`src/rtl/fifo_pkg.sv`:
```
// Shared constants and helpers for the sync_fifo_flags family.
// Provides the read-mode encodings, a constant clog2 and the default almost-full threshold.
package fifo_pkg;

    localparam int FIFO_MODE_STD  = 0;
    localparam int FIFO_MODE_FWFT = 1;

    function automatic int clog2(input int value);
        int result;
        result = 0;
        while ((1 << result) < value) begin
            result = result + 1;
        end
        return result;
    endfunction

    // Two below full, but never below 1 so tiny FIFOs still get a legal threshold.
    function automatic int default_afull(input int depth);
        return (depth > 2) ? depth - 2 : 1;
    endfunction

endpackage

```
`src/rtl/fifo_mem.sv`:
```
// Simple dual-port storage array for sync_fifo_flags.
// Synchronous write port and asynchronous read port; contents are never reset.
module fifo_mem
    import fifo_pkg::*;
#(
    parameter int data_width = 8,
    parameter int depth      = 8,
    parameter int addr_width = clog2(depth)
) (
    input  logic                  clk,
    input  logic                  w_en,
    input  logic [addr_width-1:0] w_addr,
    input  logic [data_width-1:0] w_data,
    input  logic [addr_width-1:0] r_addr,
    output logic [data_width-1:0] r_data
);

    logic [data_width-1:0] mem [depth];

    always_ff @(posedge clk) begin
        if (w_en) begin
            mem[w_addr] <= w_data;
        end
    end

    assign r_data = mem[r_addr];

endmodule

```
`src/rtl/sync_fifo_flags.sv`:
```
// Single-clock FIFO with occupancy count, almost-full/almost-empty flags,
// overflow/underflow pulses and selectable registered or first-word-fall-through read.
module sync_fifo_flags
    import fifo_pkg::*;
#(
    parameter int data_width    = 8,
    parameter int depth         = 8,
    parameter int afull_thresh  = default_afull(depth),
    parameter int aempty_thresh = 1,
    parameter int fwft          = FIFO_MODE_STD
) (
    input  logic                    clk,
    input  logic                    rst,
    input  logic                    w_en,
    input  logic                    r_en,
    input  logic [data_width-1:0]   data_in,
    output logic [data_width-1:0]   data_out,
    output logic                    full,
    output logic                    empty,
    output logic                    almost_full,
    output logic                    almost_empty,
    output logic [clog2(depth):0]   count,
    output logic                    overflow,
    output logic                    underflow
);

    localparam int AW = clog2(depth);
    localparam int PW = AW + 1;

    localparam logic [PW-1:0] DEPTH_C  = PW'(depth);
    localparam logic [PW-1:0] AFULL_C  = PW'(afull_thresh);
    localparam logic [PW-1:0] AEMPTY_C = PW'(aempty_thresh);

    if (depth < 2 || (depth & (depth - 1)) != 0) begin : g_bad_depth
        $fatal(1, "sync_fifo_flags: depth=%0d must be a power of two >= 2", depth);
    end
    if (afull_thresh < 1 || afull_thresh > depth) begin : g_bad_afull
        $fatal(1, "sync_fifo_flags: afull_thresh=%0d outside 1..%0d", afull_thresh, depth);
    end
    if (aempty_thresh < 0 || aempty_thresh > depth - 1) begin : g_bad_aempty
        $fatal(1, "sync_fifo_flags: aempty_thresh=%0d outside 0..%0d", aempty_thresh, depth - 1);
    end
    if (fwft != FIFO_MODE_STD && fwft != FIFO_MODE_FWFT) begin : g_bad_mode
        $fatal(1, "sync_fifo_flags: fwft=%0d is not a valid read mode", fwft);
    end

    logic [PW-1:0]         w_ptr;
    logic [PW-1:0]         r_ptr;
    logic                  w_acc;
    logic                  r_acc;
    logic [data_width-1:0] rd_data;

    // Flags come only from the registered count, so inputs never reach them combinationally.
    assign full         = (count == DEPTH_C);
    assign empty        = (count == '0);
    assign almost_full  = (count >= AFULL_C);
    assign almost_empty = (count <= AEMPTY_C);

    assign w_acc = w_en & ~full;
    assign r_acc = r_en & ~empty;

    always_ff @(posedge clk or negedge rst) begin
        if (!rst) begin
            w_ptr     <= '0;
            r_ptr     <= '0;
            count     <= '0;
            overflow  <= 1'b0;
            underflow <= 1'b0;
        end else begin
            if (w_acc) begin
                w_ptr <= w_ptr + PW'(1);
            end
            if (r_acc) begin
                r_ptr <= r_ptr + PW'(1);
            end
            case ({w_acc, r_acc})
                2'b10:   count <= count + PW'(1);
                2'b01:   count <= count - PW'(1);
                default: count <= count;
            endcase
            overflow  <= w_en & full;
            underflow <= r_en & empty;
        end
    end

    fifo_mem #(
        .data_width (data_width),
        .depth      (depth),
        .addr_width (AW)
    ) u_mem (
        .clk    (clk),
        .w_en   (w_acc),
        .w_addr (w_ptr[AW-1:0]),
        .w_data (data_in),
        .r_addr (r_ptr[AW-1:0]),
        .r_data (rd_data)
    );

    if (fwft == FIFO_MODE_FWFT) begin : g_fwft
        assign data_out = empty ? '0 : rd_data;
    end else begin : g_std
        always_ff @(posedge clk or negedge rst) begin
            if (!rst) begin
                data_out <= '0;
            end else if (r_acc) begin
                data_out <= rd_data;
            end
        end
    end

endmodule

```
`config.mk`:
```
export PLATFORM = sky130hd
export DESIGN_NAME = sync_fifo_flags
export DESIGN_NICKNAME = d
export VERILOG_FILES = /design/src/rtl/fifo_pkg.sv /design/src/rtl/fifo_mem.sv /design/src/rtl/sync_fifo_flags.sv
export SDC_FILE = /design/constraint.sdc
export NUM_CORES = 1
export LEC_CHECK = 0
export CAP_MARGIN = 20
export CORE_ASPECT_RATIO = 0.9
export CORE_MARGIN = 4
export CORE_UTILIZATION = 56
export CTS_CLUSTER_SIZE = 10
export DETAILED_ROUTE_END_ITERATION = 6
export DONT_BUFFER_PORTS = 1
export GPL_TIMING_DRIVEN = 0
export PLACE_DENSITY = 0.73
export SLEW_MARGIN = 20
export SYNTH_ARGS = -nofsm -noshare
export SYNTH_HDL_FRONTEND = slang
export SYNTH_SLANG_ARGS = --single-unit
```
`constraint.sdc`:
```
create_clock -name clk -period 2.5 [get_ports clk]
set_clock_uncertainty 0.15 [all_clocks]
set_input_delay 0.375 -clock clk [delete_from_list [all_inputs] [get_ports clk]]
set_output_delay 0.375 -clock clk [all_outputs]
set_load 0.02 [all_outputs]
```
==> flow_summary.rst, run 1 <==
.. list-table::
   :header-rows: 1

   * - Metric
     - Value
   * - Run status
     - finished, final reports clean
   * - Count of final hold-check violations
     - 0
   * - Fraction of synthesis flops using an asynchronous set or reset pin
     - 0.2381
   * - Routed wire per std cell
     - 20.45 um
   * - CTS H-Tree Depth
     - 3
   * - Starting utilization of the core area
     - 0.5902
   * - Number of top-level pins
     - 30
   * - Inserted Clock Buffers
     - 9
   * - Buffer depth of the longest clock path
     - 2
   * - Number of setup violations in the final report
     - 0
   * - WL final
     - 6360 um
   * - Cell leakage power
     - 0.001406 uW
   * - Clock slew at reported path FFs
     - 80 ps
   * - Final global-route overflow total
     - 0
   * - Number of nets with antenna violations after detailed routing
     - 0
   * - Most area-consuming cells after synthesis
     - sky130_fd_sc_hd__edfxtp_1, sky130_fd_sc_hd__dfrtp_1, sky130_fd_sc_hd__mux2_2
   * - Maximum number of pins on one net before global-route repair
     - 21
   * - Number of warnings printed during yosys synthesis
     - 0
   * - Synth top cells by count
     - sky130_fd_sc_hd__edfxtp_1, sky130_fd_sc_hd__dfrtp_1, sky130_fd_sc_hd__mux2_2
   * - Number of antenna violations at the first check in global routing
     - 0
   * - Met3 Track Usage GR
     - 0.07246
   * - Aggregate global-route resource usage
     - 0.1826
   * - Die Y
     - 82.32 um
   * - Post-synthesis instance area
     - 3437 um^2
   * - Post-place instance area
     - 3537 um^2
   * - Cell accounting for the most synthesized area
     - sky130_fd_sc_hd__edfxtp_1
   * - Number of pins exceeding their max-slew limit in the final report
     - 0
   * - Area of the core
     - 5823 um^2
   * - Most numerous cell in the Yosys netlist
     - sky130_fd_sc_hd__edfxtp_1
   * - M2 GR Usage
     - 0.3101
   * - Met1 Use GR
     - 0.2150
   * - Sinks on Clock Net
     - 84
   * - Die Span X
     - 90.58 um
   * - Area of all placed cells without fillers
     - 3896 um^2
   * - Critical Path RT
     - 2630 ps
   * - Placed Cells
     - 284
   * - Synthesized net count
     - 233
   * - Area enclosed by the die boundary
     - 7457 um^2
   * - Number of enable flip-flop cells after synthesis
     - 64
   * - Via count normalized by instance count
     - 5.961
   * - Cell variety after synth
     - 29
   * - Count of input and output buffers
     - 0
   * - Pre-Repair DR Iteration Count
     - 4
   * - Hold Path Class
     - input port to register
   * - # Max-Cap Violations
     - 0
   * - Detailed-route DRC error count
     - 0
   * - Primary FF master, synth
     - sky130_fd_sc_hd__edfxtp_1
   * - Share of final-layout standard cells stronger than drive strength 1
     - 0.2365
   * - Max Clock Freq
     - 404.3 MHz
   * - Count of non-filler cells in the finished layout
     - 311
   * - Detailed-route via count
     - 1854
   * - Final clock period utilization by the worst path
     - 0.9893
   * - Clk_lat worst skew
     - 350 ps
   * - Type of the setup path with the least slack
     - register to register
   * - Worst voltage drop across the vdd grid
     - 617.5 uV
   * - Max-Slew Margin vs Limit
     - 0.3985
   * - Critical path arrival
     - 2600 ps
   * - Synthesized area per cell
     - 16.06 um^2
   * - Total inserted antenna cells
     - 0
   * - Area added between synthesis and finish
     - 13.36%
   * - Vias in the first global route
     - 1886
   * - Final net count
     - 255
   * - Most congested layer reported by global routing
     - met2
   * - Setup repair after global routing missed its margin
     - yes
   * - Critical-path maximum fanout
     - 10
   * - Number of core rows
     - 26
   * - Worst-margin pin slew
     - 899.3 ps
   * - Startpoint type of the worst setup path
     - register
   * - Final GP Congestion
     - 0.7773
   * - First-pass GRT wire length
     - 9867 um
   * - Part of the Yosys area used for sequential elements
     - 0.7048
   * - Violation count after the first detailed-route iteration
     - 136
   * - Number of standard cells after synthesis
     - 214
   * - Total power density per cell area
     - 1163 nW/um^2
   * - Clock period minus final worst setup slack
     - 2473 ps
   * - Total half-perimeter wirelength after legalization and detailed placement
     - 4170 um
   * - Fraction of the core area covered by cells at the end of the flow
     - 0.6691
   * - CP Capture Type
     - register
   * - CTS Root Buffer Type
     - sky130_fd_sc_hd__clkbuf_8
   * - #FFs+latches synth
     - 84
   * - Area fraction of the dominant cell type after synthesis
     - 0.5592
   * - Clock tree from TritonCTS
     - yes
where the power goes:
group	switching [uW]	internal (uW)	leakage [uW]
logic	785	634	0.000490
clock network	454	461	0.0000962
registers	368	1830	0.000820
final cells by class:
type,count,area [um^2]
Inverter,5,18.77
Tap cell,70,87.58
Clock buffer,10,127.6
Clock inverter,6,65.06
Timing Repair Buffer,11,110.1
Multi-Input combinational cell,117,1001
Sequential cell,84,2425
Fill cell,400,1927
Buffer,8,61.31
placed cells by master (no fill, tap or decap), types with 2 or more instances in the layout:
cell                            instances
sky130_fd_sc_hd__nand3b_1               3
sky130_fd_sc_hd__nand2b_1               4
sky130_fd_sc_hd__and2_1                 2
sky130_fd_sc_hd__edfxtp_1              64
sky130_fd_sc_hd__o22ai_1                8
sky130_fd_sc_hd__o21ai_0               10
sky130_fd_sc_hd__xnor2_1                6
sky130_fd_sc_hd__buf_6                  3
sky130_fd_sc_hd__dlygate4sd3_1         11
sky130_fd_sc_hd__a22o_1                 8
sky130_fd_sc_hd__nor2_2                 6
sky130_fd_sc_hd__mux2_2                18
sky130_fd_sc_hd__clkinv_2               2
sky130_fd_sc_hd__dfrtp_1               18
sky130_fd_sc_hd__mux2i_1               17
sky130_fd_sc_hd__ha_1                   5
sky130_fd_sc_hd__nand2_1                4
sky130_fd_sc_hd__o31ai_1                8
sky130_fd_sc_hd__xor2_1                 2
sky130_fd_sc_hd__dfrtp_2                2
sky130_fd_sc_hd__clkinv_4               2
sky130_fd_sc_hd__inv_1                  2
sky130_fd_sc_hd__clkbuf_8               9
sky130_fd_sc_hd__nand3_1                2
sky130_fd_sc_hd__inv_2                  3
sky130_fd_sc_hd__nor2_1                 3
sky130_fd_sc_hd__buf_4                  2
sky130_fd_sc_hd__clkbuf_1               2
repair_timing:
| item | 4_1_cts | 5_1_grt |
|---|---|---|
| hold buffers | 11 | 0 |
| resized for setup | 11 | 7 |
| endpoints found under the hold margin | 86 | 0 |
| pin swaps | 0 | 0 |
| setup endpoints to repair | 36 | 35 |
| buffers inserted | 0 | 0 |
stage by stage:
stage	total power [uW]	setup WS, ps	TNS, ps	hold WS [ps]
after global placement	3467	-207.6	-3466	-69.97
after CTS	4523	13.83	0	26.28
after floorplan	3186	20.88	0	-70.59
after detailed placement	3544	-230.3	-1114	-69.94
after global routing	4786	-94.93	-285.9	53.30
final	4532	26.67	0	33.42
cell families (layout without fill, tap and decap cells):
group,after synthesis,count (layout),synth area share
flip-flops,84,84,0.7048
buffers and inverters,13,40,0.02111
XOR/XNOR,8,8,0.02039
AND/OR/NAND/NOR,32,32,0.05023
multiplexers,35,35,0.1085
adder cells (fa/ha/maj),7,7,0.02548
AO/OA/AOI/OAI,35,35,0.06953
per-layer routing:
| metal | wire length [um] | up-vias |
|---|---|---|
| met5 | 0 | - |
| met4 | 99 | 0 |
| met3 | 483 | 10 |
| met2 | 3113 | 75 |
| met1 | 2664 | 911 |
| li1 | - | 858 |
critical path, stage by stage, from the launching register on:
cell and delay [ps]:
sky130_fd_sc_hd__dfrtp_2 500, sky130_fd_sc_hd__inv_2 70, sky130_fd_sc_hd__ha_2 210, sky130_fd_sc_hd__nor3b_2 170
sky130_fd_sc_hd__nand2b_4 170, sky130_fd_sc_hd__buf_6 140, sky130_fd_sc_hd__inv_2 70, sky130_fd_sc_hd__ha_4 150
sky130_fd_sc_hd__or4b_1 450, sky130_fd_sc_hd__a21oi_2 160, sky130_fd_sc_hd__xor2_1 150
sequential cells by signal, summed over array words and instances (netlist names):
name and flops:
count 4, r_ptr 3, u_mem.mem 64, overflow 1, data_out 8, underflow 1
w_ptr 3
final timing paths:
kind                                             end  slack [ps]  cells after the start            startpoint
worst min-delay path            w_ptr[2]$_DFFE_PN0P_          30                      2                  w_en
min in group asynchronous       count[2]$_DFFE_PN0P_         440                      1                   rst
worst max-delay path            count[3]$_DFFE_PN0P_          30                     10  count[0]$_DFFE_PN0P_
max in group asynchronous       count[0]$_DFFE_PN0P_        1150                      1                   rst
worst min register to register  w_ptr[0]$_DFFE_PN0P_         380                      1  w_ptr[0]$_DFFE_PN0P_
worst max register to register  count[3]$_DFFE_PN0P_          30                     10  count[0]$_DFFE_PN0P_
(Power assumes the default switching activity.)
==> run 2: changes to the inputs <==
- CORE_MARGIN: 4 -> default
- SETUP_SLACK_MARGIN: default -> 0.4
- SYNTH_HIERARCHICAL: default -> 1
==> flow_summary.rst, run 2 <==
.. list-table::
   :header-rows: 1

   * - Metric
     - Value
   * - Run status
     - finished, violations left
   * - Violations in the final reports
     - DRC
   * - Buffer depth of the longest clock path
     - 2
   * - Post-synthesis instance area
     - 3460 um^2
   * - Fraction of synthesized area in multiplexers
     - 0.1819
   * - Worst-margin pin slew
     - 605.1 ps
   * - Endpoint of the worst-slack reg-to-reg timing path
     - count[2]$_DFFE_PN0P_
   * - Final clock period utilization by the worst path
     - 0.9377
   * - Main combinational cell family by area after synthesis
     - multiplexers
   * - Detailed-route via count
     - 1794
   * - Cell family with most CP delay
     - simple AND/OR/NAND/NOR gates
   * - Total half-perimeter wirelength after legalization and detailed placement
     - 3795 um
   * - #FFs+latches synth
     - 84
   * - Cell variety after synth
     - 31
   * - Max Clock Freq
     - 426.6 MHz
   * - Synth top cells by count
     - sky130_fd_sc_hd__edfxtp_1, sky130_fd_sc_hd__dfrtp_1, sky130_fd_sc_hd__mux4_1
   * - End point of the most critical hold path
     - r_ptr[2]$_DFFE_PN0P_
   * - Placed Cells
     - 247
   * - Critical-path maximum fanout
     - 8
   * - Number of standard cells after synthesis
     - 177
   * - Arithmetic-cell share of the synthesized area counting full adders, half adders and majority gates
     - 0.02532
   * - Min-Delay Path Depth
     - 2
   * - Clk_lat worst skew
     - 350 ps
   * - Top reg by flops
     - u_mem/mem
   * - Pre-Repair DR Iteration Count
     - 7
   * - Cell leakage power
     - 0.001584 uW
   * - Area taken by multi-input logic gates
     - 1095 um^2
   * - Number of pins exceeding their max-slew limit in the final report
     - 0
   * - Startpoint type of the worst setup path
     - register
   * - Violation count after the first detailed-route iteration
     - 101
   * - Worst voltage drop across the vdd grid
     - 675.0 uV
   * - Clock period minus final worst setup slack
     - 2344 ps
   * - Most used cell, CP
     - sky130_fd_sc_hd__ha_4
   * - Primary FF master, synth
     - sky130_fd_sc_hd__edfxtp_1
   * - Post-synthesis share of cell area spent on and, or, nand and nor gates
     - 0.04231
   * - Total inserted antenna cells
     - 0
   * - Sinks on Clock Net
     - 84
   * - List of cells traversed by the critical path
     - inv_2, ha_4, or3b_4, nand2_4, buf_12, clkinv_4, ha_4, buf_4, mux2i_1, nor2_1, xor2_1
   * - Top Registers
     - u_mem/mem: 64 flops, data_out: 8 flops, count: 4 flops
   * - Vias in the first global route
     - 1900
   * - Clock slew at reported path FFs
     - 80 ps
   * - Number of warnings printed during yosys synthesis
     - 6
   * - Number of core rows
     - 26
   * - WL final
     - 6717 um
   * - Final global-route overflow total
     - 0
   * - Synthesized net count
     - 196
   * - Fraction of the core area covered by cells at the end of the flow
     - 0.7419
   * - CTS Root Buffer Type
     - sky130_fd_sc_hd__clkbuf_8
   * - Commonest cells after routing, fill and taps aside
     - sky130_fd_sc_hd__edfxtp_1, sky130_fd_sc_hd__dfrtp_1, sky130_fd_sc_hd__buf_4, sky130_fd_sc_hd__mux4_1
   * - Area added between synthesis and finish
     - 24.88%
   * - Largest stage delay on the critical path
     - 500 ps
   * - Number of setup violations in the final report
     - 0
   * - Share of final-layout standard cells stronger than drive strength 1
     - 0.3624
   * - Clock tree from TritonCTS
     - yes
   * - CTS H-Tree Depth
     - 3
   * - Count of input and output buffers
     - 0
   * - # Max-Cap Violations
     - 0
   * - Starting utilization of the core area
     - 0.5941
   * - Register-to-Register Setup Slack
     - 160 ps
   * - Critical path arrival
     - 2410 ps
   * - Area enclosed by the die boundary
     - 6497 um^2
   * - Startpoint of the most critical register-to-register path
     - count[1]$_DFFE_PN0P_
   * - Hold Path Class
     - input port to register
   * - Number of nets with antenna violations after detailed routing
     - 0
   * - Detailed-route DRC error count
     - 1
   * - First-pass GRT wire length
     - 10390 um
   * - Aggregate global-route resource usage
     - 0.2291
   * - Register-to-Register Path Depth
     - 11
   * - Origin of the worst min-delay path
     - r_en
   * - Total power density per cell area
     - 1157 nW/um^2
   * - Final net count
     - 243
   * - Die Y
     - 76.57 um
   * - Number of antenna violations at the first check in global routing
     - 0
   * - Final GP Congestion
     - 0.7558
   * - Cell accounting for the most synthesized area
     - sky130_fd_sc_hd__edfxtp_1
   * - Maximum number of pins on one net before global-route repair
     - 21
   * - Most numerous cell in the Yosys netlist
     - sky130_fd_sc_hd__edfxtp_1
   * - Count of final hold-check violations
     - 0
   * - Area of the core
     - 5823 um^2
   * - Die Span X
     - 84.85 um
   * - Worst Setup Slack, final
     - 155.7 ps
   * - Post-placement setup slack
     - -143.4 ps
   * - # fillers
     - 343
   * - XOR/XNOR Fraction of Synth Area
     - 0.02025
   * - Number of enable flip-flop cells after synthesis
     - 64
   * - Setup repair after global routing missed its margin
     - yes
   * - Count of non-filler cells in the finished layout
     - 299
   * - Critical Path RT
     - 2570 ps
   * - Number of top-level pins
     - 30
   * - Part of the Yosys area used for sequential elements
     - 0.7002
   * - Most area-consuming cells after synthesis
     - sky130_fd_sc_hd__edfxtp_1, sky130_fd_sc_hd__dfrtp_1, sky130_fd_sc_hd__mux4_1
   * - Max-Slew Margin vs Limit
     - 0.5966
   * - Type of the setup path with the least slack
     - register to register
   * - Fraction of synthesis flops using an asynchronous set or reset pin
     - 0.2381
   * - Most common cell after layout, fill and taps aside
     - sky130_fd_sc_hd__edfxtp_1
   * - CP Capture Type
     - register
   * - Inserted Clock Buffers
     - 9
   * - Routed wire per std cell
     - 22.46 um
   * - Area fraction of the dominant cell type after synthesis
     - 0.5555
   * - Standard cell with the maximum stage delay on the critical path
     - sky130_fd_sc_hd__dfrtp_2
   * - Via count normalized by instance count
     - 6.000
   * - Share of the synthesized area in compound gates (AO/OA/AOI/OAI)
     - 0.007595
   * - Count of buffer and inverter cells on the critical path
     - 4
   * - Max reg flops
     - 64
   * - Footprint of the flip-flops and latches
     - 2425 um^2
   * - Synthesized area per cell
     - 19.55 um^2
[run 2: how the worst max path moves through the flow]
stage | from | to | cells past startpoint
floorplan | count[1]$_DFFE_PN0P_ | count[3]$_DFFE_PN0P_ | 10
global placement | count[0]$_DFFE_PN0P_ | u_mem/mem[2][0]$_DFFE_PP_ | 7
detailed placement | count[0]$_DFFE_PN0P_ | u_mem/mem[7][6]$_DFFE_PP_ | 7
CTS | count[0]$_DFFE_PN0P_ | count[3]$_DFFE_PN0P_ | 10
global route | count[0]$_DFFE_PN0P_ | count[3]$_DFFE_PN0P_ | 10
finish | count[1]$_DFFE_PN0P_ | count[2]$_DFFE_PN0P_ | 11
[run 2: layer usage]
| layer | vias to the layer above | track usage | routed length [um] |
|---|---|---|---|
| li1 | 792 | - | - |
| met1 | 925 | 0.2885 | 2748 |
| met2 | 61 | 0.3837 | 3522 |
| met3 | 16 | 0.05850 | 320 |
| met4 | 0 | 0.08983 | 126 |
| met5 | - | 0 | 0 |
[run 2: logic make-up after synthesis]
logic type,after synthesis
AOI/OAI and AO/OA,4
xor gates and xnor gates,8
adders and majority gates,7
buffers and inverters,12
DFF,84
muxes,35
and+or+nand+nor,27
[run 2: worst reg2reg max path: stages (launching register included)]
cell	delay [ps]
sky130_fd_sc_hd__dfrtp_2	500
sky130_fd_sc_hd__inv_2	120
sky130_fd_sc_hd__ha_4	160
sky130_fd_sc_hd__or3b_4	400
sky130_fd_sc_hd__nand2_4	90
sky130_fd_sc_hd__buf_12	100
sky130_fd_sc_hd__clkinv_4	40
sky130_fd_sc_hd__ha_4	160
sky130_fd_sc_hd__buf_4	130
sky130_fd_sc_hd__mux2i_1	160
sky130_fd_sc_hd__nor2_1	70
sky130_fd_sc_hd__xor2_1	140
[run 2: area by class of cell]
type	count	share of cell area
Clock inverter	7	0.02114
Multi-Input combinational cell	81	0.2534
Inverter	6	0.008978
Buffer	6	0.01564
Sequential cell	84	0.5613
Timing Repair Buffer	36	0.09065
Clock buffer	9	0.02867
Tap cell	70	0.02027
[run 2: power by group]
group	internal [uW]	switching, uW
Sequential	1830	373
Clock	559	476
Combinational	967	793
Total	3360	1640
[run 2: stage by stage]
step	setup TNS (ps)	hold slack, ps	cell area, um^2	total power (uW)
final	0	38.61	4320	5001
after CTS	0	14.88	4243	4888
after detailed placement	-6521	-70.03	3588	3523
after global routing	0	27.63	4320	5249
after global placement	-1757	-70.10	3588	3435
after floorplan	0	-70.59	3501	3196
[run 2: repair_timing]
item,in CTS,in global routing
gates resized for setup,34,4
hold buffers,10,1
endpoints found under the hold margin,85,20
pin swaps,13,6
buffers inserted,17,8
endpoints found under the setup margin,77,80
